--- config.mk ---
export PLATFORM = sky130hd
export DESIGN_NAME = id_ex_stage_reg
export DESIGN_NICKNAME = d
export VERILOG_FILES = /design/src/rtl/arm_pkg.sv /design/src/rtl/sat_counter.sv /design/src/rtl/id_ex_stage_reg.sv
export SDC_FILE = /design/constraint.sdc
export NUM_CORES = 1
export LEC_CHECK = 0
export ABC_AREA = 1
export ABC_CLOCK_PERIOD_IN_PS = 1200
export BUFFER_PORTS_ARGS = -buffer_cell sky130_fd_sc_hd__buf_2
export CAP_MARGIN = 15
export CORE_ASPECT_RATIO = 0.6
export CORE_MARGIN = 3
export CORE_UTILIZATION = 44
export CTS_CLUSTER_SIZE = 30
export DETAILED_ROUTE_END_ITERATION = 7
export GPL_TIMING_DRIVEN = 0
export PLACE_DENSITY_LB_ADDON = 0.3
export SLEW_MARGIN = 5
export SYNTH_ARGS = -nofsm -noshare
export SYNTH_HDL_FRONTEND = slang
export SYNTH_SLANG_ARGS = --single-unit
--- constraint.sdc ---
create_clock -name clk -period 1.2 [get_ports clk]
set_input_delay 0.24 -clock clk [delete_from_list [all_inputs] [get_ports clk]]
set_output_delay 0.24 -clock clk [all_outputs]
set_load 0.005 [all_outputs]
--- src/rtl/arm_pkg.sv ---
// Shared decode/execute definitions: ALU command encodings and the packed control bundle.
package arm_pkg;

    localparam int unsigned CTRL_W = 11;

    localparam logic [3:0] EXEC_NOP = 4'b0000;
    localparam logic [3:0] EXEC_MOV = 4'b0001;
    localparam logic [3:0] EXEC_MVN = 4'b1001;
    localparam logic [3:0] EXEC_ADD = 4'b0010;
    localparam logic [3:0] EXEC_ADC = 4'b0011;
    localparam logic [3:0] EXEC_SUB = 4'b0100;
    localparam logic [3:0] EXEC_SBC = 4'b0101;
    localparam logic [3:0] EXEC_AND = 4'b0110;
    localparam logic [3:0] EXEC_ORR = 4'b0111;
    localparam logic [3:0] EXEC_EOR = 4'b1000;
    localparam logic [3:0] EXEC_CMP = EXEC_SUB;
    localparam logic [3:0] EXEC_TST = EXEC_AND;

    typedef struct packed {
        logic [3:0] exec_cmd;
        logic       mem_read;
        logic       mem_write;
        logic       wb_en;
        logic       branch;
        logic       s;
        logic       push_en;
        logic       pop_en;
    } ctrl_t;

    localparam ctrl_t NOP_CTRL = '0;

endpackage

--- src/rtl/sat_counter.sv ---
// Saturating up-counter with synchronous reset; priority is rst > hold > en.
module sat_counter #(
    parameter int unsigned CNT_W = 16
) (
    input  logic             clk,
    input  logic             rst,
    input  logic             en,
    input  logic             hold,
    output logic [CNT_W-1:0] count
);

    logic [CNT_W-1:0] count_q, count_d;

    always_comb begin
        count_d = count_q;
        if (!hold && en && (count_q != '1)) begin
            count_d = count_q + CNT_W'(1);
        end
    end

    always_ff @(posedge clk) begin
        if (rst) begin
            count_q <= '0;
        end else begin
            count_q <= count_d;
        end
    end

    assign count = count_q;

endmodule

--- src/rtl/id_ex_stage_reg.sv ---
// ID/EX pipeline register with freeze, bubble, flush and condition-fail annulment.
// Optional performance counters are built when ID_EX_PERF_EN is defined.
module id_ex_stage_reg
    import arm_pkg::*;
#(
    parameter int unsigned DATA_W = 32,
    parameter int unsigned REG_AW = 4,
    parameter int unsigned CNT_W  = 16
) (
    input  logic              clk,
    input  logic              rst,
    input  logic              freeze,
    input  logic              bubble,
    input  logic              flush,
    input  logic              cond_pass,
    input  logic [DATA_W-1:0] pc_in,
    input  logic [3:0]        exec_cmd_in,
    input  logic              mem_read_in,
    input  logic              mem_write_in,
    input  logic              wb_en_in,
    input  logic              branch_in,
    input  logic              s_in,
    input  logic              push_en_in,
    input  logic              pop_en_in,
    input  logic [DATA_W-1:0] val_rn_in,
    input  logic [DATA_W-1:0] val_rm_in,
    input  logic              imm_in,
    input  logic [11:0]       shift_operand_in,
    input  logic [23:0]       simm24_in,
    input  logic [REG_AW-1:0] dest_in,
    input  logic [REG_AW-1:0] src1_in,
    input  logic [REG_AW-1:0] src2_in,
    output logic [DATA_W-1:0] pc_out,
    output logic [3:0]        exec_cmd_out,
    output logic              mem_read_out,
    output logic              mem_write_out,
    output logic              wb_en_out,
    output logic              branch_out,
    output logic              s_out,
    output logic              push_en_out,
    output logic              pop_en_out,
    output logic [DATA_W-1:0] val_rn_out,
    output logic [DATA_W-1:0] val_rm_out,
    output logic              imm_out,
    output logic [11:0]       shift_operand_out,
    output logic [23:0]       simm24_out,
    output logic [REG_AW-1:0] dest_out,
    output logic [REG_AW-1:0] src1_out,
    output logic [REG_AW-1:0] src2_out,
    output logic              valid_out,
    output logic [CNT_W-1:0]  perf_bubble_cnt,
    output logic [CNT_W-1:0]  perf_flush_cnt
);

    ctrl_t             ctrl_in, ctrl_q, ctrl_d;
    logic              valid_q, valid_d;
    logic [DATA_W-1:0] pc_q, pc_d, val_rn_q, val_rn_d, val_rm_q, val_rm_d;
    logic              imm_q, imm_d;
    logic [11:0]       shift_q, shift_d;
    logic [23:0]       simm24_q, simm24_d;
    logic [REG_AW-1:0] dest_q, dest_d, src1_q, src1_d, src2_q, src2_d;
    logic              annul;

    assign ctrl_in = '{exec_cmd: exec_cmd_in, mem_read: mem_read_in, mem_write: mem_write_in,
                       wb_en: wb_en_in, branch: branch_in, s: s_in, push_en: push_en_in,
                       pop_en: pop_en_in};

    // A bubble or a failed condition both leave a dead slot behind.
    assign annul = !flush && !freeze && (bubble || !cond_pass);

    always_comb begin
        ctrl_d   = ctrl_q;
        valid_d  = valid_q;
        pc_d     = pc_q;
        val_rn_d = val_rn_q;
        val_rm_d = val_rm_q;
        imm_d    = imm_q;
        shift_d  = shift_q;
        simm24_d = simm24_q;
        dest_d   = dest_q;
        src1_d   = src1_q;
        src2_d   = src2_q;
        if (flush) begin
            ctrl_d   = NOP_CTRL;
            valid_d  = 1'b0;
            pc_d     = '0;
            val_rn_d = '0;
            val_rm_d = '0;
            imm_d    = 1'b0;
            shift_d  = '0;
            simm24_d = '0;
            dest_d   = '0;
            src1_d   = '0;
            src2_d   = '0;
        end else if (!freeze) begin
            pc_d     = pc_in;
            val_rn_d = val_rn_in;
            val_rm_d = val_rm_in;
            imm_d    = imm_in;
            shift_d  = shift_operand_in;
            simm24_d = simm24_in;
            if (bubble) begin
                // Zeroed indices keep the forwarding unit from matching a dead slot.
                ctrl_d  = NOP_CTRL;
                valid_d = 1'b0;
                dest_d  = '0;
                src1_d  = '0;
                src2_d  = '0;
            end else begin
                dest_d  = dest_in;
                src1_d  = src1_in;
                src2_d  = src2_in;
                ctrl_d  = cond_pass ? ctrl_in : NOP_CTRL;
                valid_d = cond_pass;
            end
        end
    end

    always_ff @(posedge clk) begin
        if (rst) begin
            ctrl_q   <= NOP_CTRL;
            valid_q  <= 1'b0;
            pc_q     <= '0;
            val_rn_q <= '0;
            val_rm_q <= '0;
            imm_q    <= 1'b0;
            shift_q  <= '0;
            simm24_q <= '0;
            dest_q   <= '0;
            src1_q   <= '0;
            src2_q   <= '0;
        end else begin
            ctrl_q   <= ctrl_d;
            valid_q  <= valid_d;
            pc_q     <= pc_d;
            val_rn_q <= val_rn_d;
            val_rm_q <= val_rm_d;
            imm_q    <= imm_d;
            shift_q  <= shift_d;
            simm24_q <= simm24_d;
            dest_q   <= dest_d;
            src1_q   <= src1_d;
            src2_q   <= src2_d;
        end
    end

    assign exec_cmd_out      = ctrl_q.exec_cmd;
    assign mem_read_out      = ctrl_q.mem_read;
    assign mem_write_out     = ctrl_q.mem_write;
    assign wb_en_out         = ctrl_q.wb_en;
    assign branch_out        = ctrl_q.branch;
    assign s_out             = ctrl_q.s;
    assign push_en_out       = ctrl_q.push_en;
    assign pop_en_out        = ctrl_q.pop_en;
    assign valid_out         = valid_q;
    assign pc_out            = pc_q;
    assign val_rn_out        = val_rn_q;
    assign val_rm_out        = val_rm_q;
    assign imm_out           = imm_q;
    assign shift_operand_out = shift_q;
    assign simm24_out        = simm24_q;
    assign dest_out          = dest_q;
    assign src1_out          = src1_q;
    assign src2_out          = src2_q;

`ifdef ID_EX_PERF_EN
    sat_counter #(
        .CNT_W (CNT_W)
    ) u_bubble_cnt (
        .clk   (clk),
        .rst   (rst),
        .en    (annul),
        .hold  (freeze),
        .count (perf_bubble_cnt)
    );

    // Flush outranks freeze, so a frozen flush still counts.
    sat_counter #(
        .CNT_W (CNT_W)
    ) u_flush_cnt (
        .clk   (clk),
        .rst   (rst),
        .en    (flush),
        .hold  (1'b0),
        .count (perf_flush_cnt)
    );
`else
    logic unused_annul;
    assign unused_annul    = annul;
    assign perf_bubble_cnt = '0;
    assign perf_flush_cnt  = '0;
`endif

endmodule

==> impl_metrics.csv <==
group,metric,value,unit
timing,worstMarginPinSlew,0.5357,ns
setup_path,endpoint_kind,"output pin",
cells_and_area,diodes,0,
setup_path,critPathBufInv,1,
run,drv_cap,0,
routing,routed_wl,18.40,mm
timing,fmax,871.8,MHz
routing,drtIter0Drc,309,
logic_synthesis,synth-seq-cells,157,
timing,finalSetupViolations,0,
setup_path,crit_path_max_fanout,2,
floorplan,die_h,98.60,microns
clocking,cts_max_level,4,
logic_synthesis,syn_area,0.006289,sq mm
global_route,grt_usage,22.64,%
floorplan,die_x,160.3,microns
global_route,grt-ovfl-total,0,
cells_and_area,drive_above_1_share,50.46,%
routing,vias,5805,
routing,drc,0,
worst_hold_path,holdCritPathClass,"input pin to register",
placement,place_congestion,0.8497,
clocking,cts_buffer_depth,2,
global_route,antenna_found_initial,1,
floorplan,rows,33,
setup_path,cp_slowest_cell,"dfxtp_1",
cells_and_area,final_cells,1288,
logic_synthesis,yosysWarnings,0,
status,status,"complete, no violations",
placement,dp_hpwl,14.12,mm
clocking,clockRootBuffer,"clkbuf_16",
global_route,grt_start_max_net_pins,17,
setup_path,start_kind,"register",
timing,fin_crit_sh,95.58,%
placement,dp_cells,1257,
timing,period_needed,1.147,ns
floorplan,ioPinCount,351,
setup_path,crit_required,0.96,ns
floorplan,die-area,0.01581,sq mm
global_route,grt_pass1_vias,5475,
clocking,hold_buffers,0,
setup_path,max_stage_delay,0.37,ns
floorplan,initial_utilization,45.46,%
routing,via_per_inst,4.507,
logic_synthesis,avgSynthCellArea,8.771,sq um
timing,hold_viol_final,0,
setup_path,reg2reg_slack,0.56,ns
global_route,grt_first_pass_wirelength,28.52,mm
setup_path,crit_family,"flip-flops",
routing,ant_nets,0,
logic_synthesis,synth_seq_area_share,49.98,%
setup_path,arrival,0.91,ns
placement,io_buffers,317,
routing,post_drt_wl_per_cell,14.28,microns
setup_path,path_cells,"buf_2",
timing,finClkSkew,0,ns
logic_synthesis,synthCells,717,
timing,rsz0062_at_grt,"false",
cells_and_area,nNetsFinal,1246,
routing,dr.pass1.iters,5,
cells_and_area,fin_util,63.65,%
clocking,cts_resized,0,
clocking,clk-insertion-delay-late,0.41,ns
clocking,cts_made_buffers,17,
clocking,path_clk_slew,0.06,ns
timing,max-slew-margin-rel,64.29,%
clocking,numClockSinks,157,
floorplan,core,0.01383,sq mm
power_and_ir_drop,p_leak,0.004090,uW
power_and_ir_drop,ir_drop,713.5,uV
cells_and_area,nFillCells,1222,
power_and_ir_drop,powerDensity,1365,mW/mm^2
setup_path,crit_type,"register to output pin",
cells_and_area,syn_to_final_growth,40.01,%
clocking,tritoncts,"yes",
logic_synthesis,synth.distinct_cells,16,
timing,slew_violations,0,
clocking,cts_setup_buffers,0,
## where the power goes
group / internal [uW] / leakage [uW] / switching, uW
Sequential: 5370 / 0.00128 / 76.1
Clock: 3070 / 0.000259 / 2180
Combinational: 608 / 0.00255 / 709
Total: 9050 / 0.00409 / 2970
## metrics by stage
stage	setup WS, ns	TNS (ns)	cell area (sq um)	total power, uW	hold slack [ns]
3_3_place_gp	-0.07340	-3.424	8232	6857	0.4421
4_1_cts	0.03816	0	8805	12110	0.05930
6_report	0.05299	0	8805	12020	0.07351
2_1_floorplan	0.1814	0	6405	6296	0.3815
5_1_grt	0.01969	0	8805	12470	0.06490
3_5_place_dp	-0.09996	-4.329	8232	6871	0.4538
## sequential cells by signal, summed over array words and instances (netlist names)
signal,count
src2_out,4
s_out,1
shift_operand_out,12
mem_write_out,1
exec_cmd_out,4
val_rm_out,32
src1_out,4
branch_out,1
wb_en_out,1
imm_out,1
pop_en_out,1
dest_out,4
valid_out,1
mem_read_out,1
simm24_out,24
push_en_out,1
pc_out,32
val_rn_out,32
## final timing paths
check | startpoint | end | depth (start not counted)
min | simm24_in[23] | simm24_out[23] | 3
max | val_rn_out[9] | val_rn_out[9] | 1
min reg2reg | imm_out | imm_out | 2
max reg2reg | val_rn_out[15] | val_rn_out[15] | 2
## cell usage in the layout (no fill, tap or decap), types with 3 or more instances in the layout
cell type	netlist	final
buf_2	23	340
nand2_1	303	303
dfxtp_1	157	157
a21oi_2	130	130
buf_4	35	35
conb_1	1	32
a21oi_1	27	27
clkbuf_16	0	17
clkbuf_1	9	11
nand3_1	11	11
buf_8	10	10
buf_6	6	6
clkinvlp_4	0	6
inv_6	0	3
## kinds of logic (layout without fill, tap and decap cells)
kind of cell    after synthesis  after routing  share of synthesized area [%]
other cells                   1             32                        0.05963
simple gates                316            316                          19.24
compound gates              157            157                          20.25
flops                       157            157                          49.98
buf+inv                      86            434                          10.47
## Yosys cell counts
library cell,n,area [sq um]
a21oi_1,27,135.1
a21oi_2,130,1139
buf_1,1,3.750
buf_12,1,20.02
buf_2,23,115.1
buf_4,35,262.8
buf_6,6,67.56
buf_8,10,150.1
clkbuf_1,9,33.78
clkinv_2,1,5.000
conb_1,1,3.750
dfxtp_1,157,3143
nand2_1,303,1137
nand3_1,11,55.05
nor2_4,1,11.26
or2_1,1,6.260
## area by class of cell
class	instances	area (sq um)	share of cell area (%)
plain buffers	85	653.1	7.418
clock inverters	12	140.1	1.592
well taps	192	240.2	2.728
clock buffers	19	432.9	4.917
multi-input cells	505	2604	29.57
repair buffers	317	1587	18.02
inverters	1	5.005	0.05684
flip-flops and latches	157	3143	35.70
## routing by layer
metal,up-vias,global-route usage [%],routed length [microns]
met4,2,6.600,202
met2,192,37.36,8991
li1,2974,-,-
met5,-,0,13
met1,2619,28.80,7831
met3,18,7.056,1358
Note: power is estimated with default switching activity, not from simulation.
